--- src/rtl/mem_arb_pkg.sv ---
// Shared types and sizing helpers for the unified-memory arbiter.
package mem_arb_pkg;

    typedef enum logic [1:0] {
        IDLE   = 2'd0,
        ACCESS = 2'd1,
        RESP   = 2'd2
    } arb_state_t;

    // Port index width; a single requester still needs one bit.
    function automatic int idx_w(input int n);
        return (n > 1) ? $clog2(n) : 1;
    endfunction

    // Wait counter width, wide enough to hold WAIT_CYCLES itself.
    function automatic int wait_w(input int w);
        return (w > 0) ? $clog2(w + 1) : 1;
    endfunction

endpackage

--- src/rtl/mem_arb_pick.sv ---
// Combinational winner select: fixed priority by default, or round-robin
// from ptr+1 when MEM_ARB_RR_EN is defined.
module mem_arb_pick
    import mem_arb_pkg::*;
#(
    parameter int NUM_PORTS = 3,
    parameter int IDX_W     = 2
) (
    input  logic [NUM_PORTS-1:0] valid,
    input  logic [IDX_W-1:0]     ptr,
    output logic [NUM_PORTS-1:0] gnt,
    output logic [IDX_W-1:0]     idx,
    output logic                 hit
);

`ifdef MEM_ARB_RR_EN
    // Walk offsets from farthest to nearest so the nearest valid port after ptr wins.
    always_comb begin
        int c;
        c   = 0;
        gnt = '0;
        idx = '0;
        hit = 1'b0;
        for (int i = NUM_PORTS; i >= 1; i--) begin
            c = (int'(ptr) + i) % NUM_PORTS;
            if (valid[c]) begin
                gnt    = '0;
                gnt[c] = 1'b1;
                idx    = IDX_W'(c);
                hit    = 1'b1;
            end
        end
    end
`else
    logic unused_ptr;
    assign unused_ptr = ^ptr;

    always_comb begin
        gnt = '0;
        idx = '0;
        hit = 1'b0;
        for (int i = NUM_PORTS - 1; i >= 0; i--) begin
            if (valid[i]) begin
                gnt    = '0;
                gnt[i] = 1'b1;
                idx    = IDX_W'(i);
                hit    = 1'b1;
            end
        end
    end
`endif

endmodule

--- src/rtl/mem_arbiter.sv ---
// Single-port unified memory arbiter with programmable wait states.
// Define MEM_ARB_RR_EN for round-robin priority instead of fixed priority.
module mem_arbiter
    import mem_arb_pkg::*;
#(
    parameter int NUM_PORTS   = 3,
    parameter int WAIT_CYCLES = 1,
    parameter int AW          = 32,
    parameter int DW          = 32
) (
    input  logic                    clk,
    input  logic                    reset_n,
    input  logic [NUM_PORTS-1:0]    req_valid,
    input  logic [NUM_PORTS-1:0]    req_we,
    input  logic [NUM_PORTS*AW-1:0] req_addr,
    input  logic [NUM_PORTS*DW-1:0] req_wdata,
    output logic [NUM_PORTS-1:0]    req_ready,
    output logic [NUM_PORTS-1:0]    rsp_valid,
    output logic [DW-1:0]           rsp_rdata,
    output logic [AW-1:0]           mem_addr,
    output logic                    mem_we,
    output logic [DW-1:0]           mem_wd,
    input  logic [DW-1:0]           mem_rd
);

    localparam int IDX_W  = idx_w(NUM_PORTS);
    localparam int WAIT_W = wait_w(WAIT_CYCLES);
    localparam logic [IDX_W-1:0] PTR_RST = IDX_W'(NUM_PORTS - 1);

    arb_state_t          state_q, state_d;
    logic [WAIT_W-1:0]   cnt_q, cnt_d;
    logic [IDX_W-1:0]    idx_q, idx_d;
    logic [AW-1:0]       addr_q, addr_d;
    logic                we_q, we_d;
    logic [DW-1:0]       wdata_q, wdata_d;
    logic [DW-1:0]       rdata_q, rdata_d;

    logic [IDX_W-1:0]     ptr;
    logic [NUM_PORTS-1:0] gnt;
    logic [IDX_W-1:0]     win_idx;
    logic                 win_hit;

    mem_arb_pick #(
        .NUM_PORTS (NUM_PORTS),
        .IDX_W     (IDX_W)
    ) u_pick (
        .valid (req_valid),
        .ptr   (ptr),
        .gnt   (gnt),
        .idx   (win_idx),
        .hit   (win_hit)
    );

`ifdef MEM_ARB_RR_EN
    logic [IDX_W-1:0] ptr_q, ptr_d;

    always_comb begin
        ptr_d = ptr_q;
        if (state_q == IDLE && win_hit) ptr_d = win_idx;
    end

    always_ff @(posedge clk or negedge reset_n) begin
        if (!reset_n) ptr_q <= PTR_RST;
        else          ptr_q <= ptr_d;
    end

    assign ptr = ptr_q;
`else
    assign ptr = PTR_RST;
`endif

    always_comb begin
        state_d = state_q;
        cnt_d   = cnt_q;
        idx_d   = idx_q;
        addr_d  = addr_q;
        we_d    = we_q;
        wdata_d = wdata_q;
        rdata_d = rdata_q;
        case (state_q)
            IDLE: begin
                if (win_hit) begin
                    idx_d       = win_idx;
                    addr_d      = req_addr[int'(win_idx)*AW +: AW];
                    addr_d[1:0] = 2'b00;
                    we_d        = req_we[win_idx];
                    wdata_d     = req_wdata[int'(win_idx)*DW +: DW];
                    cnt_d       = WAIT_W'(WAIT_CYCLES);
                    state_d     = ACCESS;
                end
            end
            ACCESS: begin
                if (cnt_q != '0) begin
                    cnt_d = cnt_q - WAIT_W'(1);
                end else begin
                    // Sampled for writes too; the value is simply ignored upstream.
                    rdata_d = mem_rd;
                    state_d = RESP;
                end
            end
            RESP:    state_d = IDLE;
            default: state_d = IDLE;
        endcase
    end

    always_ff @(posedge clk or negedge reset_n) begin
        if (!reset_n) begin
            state_q <= IDLE;
            cnt_q   <= '0;
            idx_q   <= '0;
            addr_q  <= '0;
            we_q    <= 1'b0;
            wdata_q <= '0;
            rdata_q <= '0;
        end else begin
            state_q <= state_d;
            cnt_q   <= cnt_d;
            idx_q   <= idx_d;
            addr_q  <= addr_d;
            we_q    <= we_d;
            wdata_q <= wdata_d;
            rdata_q <= rdata_d;
        end
    end

    // Memory bus is quiet outside ACCESS; write strobe only on the final ACCESS cycle.
    always_comb begin
        req_ready = '0;
        rsp_valid = '0;
        mem_addr  = '0;
        mem_wd    = '0;
        mem_we    = 1'b0;
        if (state_q == IDLE) req_ready = gnt;
        if (state_q == ACCESS) begin
            mem_addr = addr_q;
            mem_wd   = wdata_q;
            mem_we   = we_q & (cnt_q == '0);
        end
        if (state_q == RESP) begin
            for (int i = 0; i < NUM_PORTS; i++) rsp_valid[i] = (idx_q == IDX_W'(i));
        end
    end

    assign rsp_rdata = rdata_q;

endmodule

--- config.mk ---
export PLATFORM = sky130hd
export DESIGN_NAME = mem_arbiter
export DESIGN_NICKNAME = d
export VERILOG_FILES = /design/src/rtl/mem_arb_pkg.sv /design/src/rtl/mem_arb_pick.sv /design/src/rtl/mem_arbiter.sv
export SDC_FILE = /design/constraint.sdc
export NUM_CORES = 1
export LEC_CHECK = 0
export BUFFER_PORTS_ARGS = -buffer_cell sky130_fd_sc_hd__buf_2
export CAP_MARGIN = 20
export CORE_AREA = 2 2 130 132
export CTS_CLUSTER_DIAMETER = 50
export DETAILED_ROUTE_END_ITERATION = 10
export DIE_AREA = 0 0 132 134
export MAX_ROUTING_LAYER = met4
export PLACE_DENSITY = 0.7
export SYNTH_ARGS = -nofsm -noshare
export SYNTH_HDL_FRONTEND = slang
export SYNTH_SLANG_ARGS = --single-unit
--- constraint.sdc ---
create_clock -name clk -period 3.4 [get_ports clk]
set_clock_uncertainty 0.15 [all_clocks]
set_input_delay 1.02 -clock clk [delete_from_list [all_inputs] [get_ports clk]]
set_output_delay 1.02 -clock clk [all_outputs]
set_load 0.05 [all_outputs]
==> results_dict.tcl, run 1 <==
set metrics [dict create \
    place_ws_ns 0.300 \
    timing.rr.start "state_q[1]" \
    reg2reg_slack_ns 0.93 \
    switching_power_uw 4340 \
    async_flop_share_pct 100 \
    critPathLaunchType "primary input" \
    worstRegToRegCells 4 \
    cts_tree "yes" \
    cpPeakStageDelay_ns 0.41 \
    postCtsSetupBuffers 0 \
    synthCells 663 \
    synth_edf_count 0 \
    final_area_um2 8220 \
    hold_buffers 0 \
    die_h_um 134 \
    max_freq_mhz 322 \
    gp_congestion 0.833 \
    clock_path_buffers 2 \
    synth-seq-cells 100 \
    cts_root_buf "clkbuf_16" \
    avgViaCountPerCell 5.03 \
    worstPathRequired_ns 2.23 \
    final.min_clock_period_ns 3.11 \
    rows 47 \
    fin_util_pct 50.5 \
    area_growth_pct 33.6 \
    num_vias 5910 \
    critPathTopFamily "buffers and inverters" \
    leakagePower_uw 0.00390 \
    yosys.area.top_type "dfrtp_1" \
    combPwrFrac_pct 61.6 \
    firstDrtPassIters 7 \
    finalMaxSlewViolations 0 \
    dpl_cell_area_um2 7920 \
    maxSlewHeadroom_pct 32.0 \
    crit_fanout 5 \
    syn_avg_cell_area_um2 9.28 \
    grt_pass1_wl_um 30600 \
    postCtsResizedCells 0 \
    grt_overflow_total 0 \
    io_buffers 326 \
    coreArea_um2 16300 \
    min_from "wdata_q[12]" \
    hp-class "reg -> reg" \
    holdWs_ns 0.353 \
    layout-drive-gt1-share_pct 50.6 \
    start_util_pct 37.8 \
    synth_most_common_cell "dfrtp_1" \
    path_depth 3 \
    r2r-end "wdata_q[1]" \
    die_w_um 132 \
    clkPwrFrac_pct 12.8 \
    wl_per_cell_um 16.5 \
    crit_end "req_ready[2]" \
    rsz0062_at_grt "no" \
    setup.worst_path.start "req_valid[0]" \
    yosysSeqAreaShare_pct 40.7 \
    seqPwrFrac_pct 25.6 \
    grt_pass1_vias 5809 \
    p_total_uw 8160 \
    power.density_nw_per_um2 992 \
    grt_util_all_layers_pct 22.6 \
    ys_types 29 \
    postRouteAntennaNets 0 \
    p_int_uw 3820 \
    grt_antenna_before_repair 2 \
    die-area_um2 17700 \
    synth.top_cell.area_share_pct 40.7 \
    worst_path_max_delay_cell "nor4b_2" \
    crit_path_end_kind "output pin" \
    period_share_pct 91.3 \
    yosys_most_used_dff "dfrtp_1" \
    synth.cell_area_um2 6150 \
    ioPinCount 335 \
    finalHoldViolCount 0 \
    crit_top_cell "buf_2" \
    worst-setup-path-type "in -> out" \
    outcome "completed" \
    cp_cell_sequence "buf_2 -> nor4b_2 -> buf_2" \
    drc 0 \
    dpl.hpwl_um 13700 \
    crit_arrival_ns 1.94 \
    tightestPinTransition_ns 1.02 \
    synthTopCellsByCount "100 x dfrtp_1, 65 x nor2_1" \
    vdd_drop_max_uv 491 \
    drv_cap 0 \
    grt_max_degree 73 \
    synthesis.yosys.warnings 0 \
    wl_um 19400 \
    synthTopCellsByArea "dfrtp_1 41%, or3b_2 7.5%, and2_1 6.4%, nand2b_1 6.4%, o31ai_2 6.1%" \
    clk_pin_slew_ns 0.08 \
    final_nets 1180 \
    p_sw_share_pct 53.2 \
    setup_slack_ns 0.295 \
    setup_viol 0 \
    clkLatencyLatePin_ns 0.35 \
    ctsHtreeMaxLevel 3 \
    first_iter_violations 279 \
    cts.sinks 100 \
    worst-path-buf-inv 2 \
    numCtsBuffers 9 \
]
-- final cells by class --
type                       instances  area, µm²
tap                              220        275
multi-input combinational        495       3370
fill                            1621       8070
inverter                           1       3.75
clock inverter                     7       76.3
clock buffer                       9        225
antenna                            2       5.00
timing repair buffer             341       1760
sequential                       100       2500
-- through the flow --
stage	std cells	setup TNS [ns]
4_1_cts	1173	0
2_1_floorplan	664	-0.100
5_1_grt	1175	0
3_5_place_dp	1157	0
3_3_place_gp	1157	0
6_report	1175	0
-- metal layers --
| metal | track usage [%] | routed length [µm] | vias up |
|---|---|---|---|
| met5 | - | 0 | - |
| met4 | 8.76 | 533 | 0 |
| met3 | 3.93 | 1110 | 31 |
| met2 | 36.7 | 9350 | 227 |
| met1 | 28.2 | 8440 | 2769 |
| li1 | - | - | 2883 |
-- worst min-delay path by stage --
stage / end / slack (ns) / depth (start not counted)
after floorplan: cnt_q / 0.32 / 2
after global placement: addr_q[29] / 0.33 / 2
after detailed placement: wdata_q[14] / 0.34 / 2
after CTS: rsp_rdata[10] / 0.36 / 1
after global routing: rsp_rdata[1] / 0.37 / 1
final: wdata_q[12] / 0.35 / 2
-- power by group through the flow --
stage,registers (µW),logic [µW],clock network (µW)
after floorplan,2730,3250,0
after global placement,2090,5020,0
after detailed placement,2120,5070,0
after CTS,2100,5080,1090
after global routing,2180,5330,1130
final,2090,5020,1050
-- cells in the final DEF (no fill, tap or decap), types with 2 or more instances in the layout --
cell type and n:
buf_4 16, clkbuf_16 9, nor4bb_1 2, and2_1 63, mux2_2 32, buf_2 324, nand2b_1 63, inv_6 2
dfrtp_1 100, o21ai_0 63, inv_8 3, o31ai_1 32, diode_2 2, or3b_2 53, or2_2 2, conb_1 2
nand2_1 4, nor2_1 64, a21o_1 2, o31ai_2 30, or3b_1 10, a21oi_1 63
-- sequential cells by signal, indices dropped and copies added, names as in the netlist --
signal and count:
state_q 2, cnt_q 1, we_q 1, addr_q 30, idx_q 2, rsp_rdata 32, wdata_q 32
-- cell families (layout without fill, tap and decap cells) --
kind of cell / Yosys count / in the layout / share of synthesized area, %
buffers and inverters: 69 / 358 / 5.10
other: 1 / 4 / 0.0609
multiplexers: 32 / 32 / 5.85
flip-flops: 100 / 100 / 40.7
AO/OA/AOI/OAI: 192 / 192 / 20.9
AND/OR/NAND/NOR: 269 / 269 / 27.4
-- worst reg2reg max path: cells and delay by family (launching register included) --
| kind | cells | cell delay [ns] |
|---|---|---|
| buffers and inverters | 1 | 0.38 |
| DFF | 1 | 0.45 |
| and+or+nand+nor | 2 | 1.12 |
| AOI/OAI and AO/OA | 1 | 0.22 |
Note: power is estimated with default switching activity, not from simulation.
==> run 2: changes to the inputs <==
- ABC_AREA: unset -> 1
- CORE_AREA: 2 2 130 132 -> 5 5 126 128
- DIE_AREA: 0 0 132 134 -> 0 0 131 133
- PLACE_DENSITY: 0.7 -> 0.73
==> results_dict.tcl, run 2 <==
set metrics [dict create \
    outcome "completed" \
    area_growth_pct 36.5 \
    ys_types 16 \
    die-area_um2 17400 \
    rsz0062_at_grt "no" \
    r2r-end "rsp_rdata[30]" \
    crit_arrival_ns 1.88 \
    finalHoldViolCount 0 \
    period_share_pct 89.8 \
    setup_viol 0 \
    num_vias 6289 \
    synthTopCellsByCount "420 x nand2_1, 194 x nor2_1, 100 x dfrtp_1" \
    wl_um 18600 \
    yosys.area.top_type "dfrtp_1" \
    die_w_um 131 \
    power.density_nw_per_um2 1030 \
    dpl.hpwl_um 13800 \
    grt_max_degree 128 \
    ioPinCount 335 \
    crit_end "mem_wd[20]" \
    tightestPinTransition_ns 0.594 \
    layout-drive-gt1-share_pct 29.8 \
    synth.cell_area_um2 5730 \
    yosys_most_used_dff "dfrtp_1" \
    numCtsBuffers 9 \
    clock_path_buffers 2 \
    syn_avg_cell_area_um2 6.27 \
    crit_path_end_kind "output pin" \
    first_iter_violations 367 \
    worst-setup-path-type "reg -> out" \
    avgViaCountPerCell 4.49 \
    final_cell_mix "418 x nand2_1, 325 x buf_2, 194 x nor2_1" \
    worstPathRequired_ns 2.23 \
    wl_per_cell_um 13.3 \
    hold_buffers 0 \
    synth-seq-cells 100 \
    synth_edf_count 0 \
    critPathLaunchType "flip-flop" \
    grt_antenna_before_repair 1 \
    layout_commonest_cell "nand2_1" \
    rows 45 \
    die_h_um 133 \
    vdd_drop_max_uv 459 \
    gp_congestion 0.920 \
    drc 0 \
    drv_cap 0 \
    final_nets 1440 \
    setup.worst_path.start "state_q[1]" \
    min_from "rsp_rdata[4]" \
    postRouteAntennaNets 0 \
    final_area_um2 7820 \
    synthTopCellsByArea "dfrtp_1 44%, nand2_1 28%, nor2_1 13%, nand3_1 5.5%, inv_1 4.5%" \
    grt_pass1_wl_um 28600 \
    hp-class "reg -> reg" \
    grt_overflow_total 0 \
    io_buffers 326 \
    cts.sinks 100 \
    grt_pass1_vias 5812 \
    reg2reg_slack_ns 1.46 \
    clk_pin_slew_ns 0.07 \
    dpl_cell_area_um2 7480 \
    synthesis.yosys.warnings 0 \
    start_util_pct 38.8 \
    ctsHtreeMaxLevel 3 \
    synth.top_cell.area_share_pct 43.7 \
    crit_fanout 26 \
    synthCells 913 \
    final.min_clock_period_ns 3.05 \
    maxSlewHeadroom_pct 60.4 \
    timing.rr.start "state_q[1]" \
    tns_ns 0 \
    worstRegToRegCells 6 \
    coreArea_um2 14800 \
    leakagePower_uw 0.00488 \
    grt_util_all_layers_pct 21.2 \
    postCtsResizedCells 0 \
    finalMaxSlewViolations 0 \
    synth_most_common_cell "nand2_1" \
    clkLatencyLatePin_ns 0.34 \
    cts_tree "yes" \
    async_flop_share_pct 100 \
    yosysSeqAreaShare_pct 43.7 \
    postCtsSetupBuffers 0 \
    max_freq_mhz 328 \
    cts_root_buf "clkbuf_16" \
    firstDrtPassIters 5 \
]
## run 2: worst max-delay path, stage by stage, from the launching register on
cell and delay (ns):
dfrtp_1 0.42, nor2_2 0.20, inv_2 0.18, buf_4 0.29
nor2_1 0.15, buf_2 0.28
## run 2: layer usage
| layer | GRT usage [%] | vias up | part of all wire, % |
|---|---|---|---|
| li1 | - | 3287 | - |
| met1 | 26.5 | 2779 | 42 |
| met2 | 35.2 | 195 | 50 |
| met3 | 3.55 | 28 | 5.4 |
| met4 | 6.00 | 0 | 1.9 |
| met5 | - | - | 0 |
## run 2: area by class of cell
cell class	count	area, µm²
diodes	1	2.50
clock buffers	9	225
repair buffers	338	1790
multi-input cells	688	2690
inverters	71	267
clock inverters	7	105
fillers	1555	6940
well taps	188	235
flip-flops and latches	100	2500
## run 2: worst min path at each step
stage	to	slack, ns	cells past startpoint
6_report	rsp_rdata[4]	0.32	2
5_1_grt	addr_q[28]	0.35	2
4_1_cts	rsp_rdata[4]	0.33	2
3_5_place_dp	rsp_rdata[4]	0.31	2
3_3_place_gp	rsp_rdata[4]	0.31	2
2_1_floorplan	addr_q[10]	0.30	2
## run 2: cell families after synthesis
logic type      Yosys count  synth area share (%)
flops                   100                  43.7
buf+inv                 126                  9.63
other cells               1                0.0655
simple gates            682                  46.3
compound gates            4                 0.350
## run 2: power by group
| part | internal, µW | switching, µW |
|---|---|---|
| Sequential | 1790 | 301 |
| Clock | 657 | 474 |
| Combinational | 1210 | 3660 |
| Total | 3650 | 4430 |
## run 2: stage by stage
step	power, µW	hold WS [ns]	setup slack (ns)	util [%]	std cells
2_1_floorplan	5770	0.299	0.0543	-	914
3_3_place_gp	6950	0.307	0.447	50.7	1385
3_5_place_dp	7010	0.310	0.449	50.7	1385
4_1_cts	8180	0.328	0.319	53.0	1401
5_1_grt	8700	0.348	0.186	53.0	1402
6_report	8080	0.323	0.347	53.0	1402
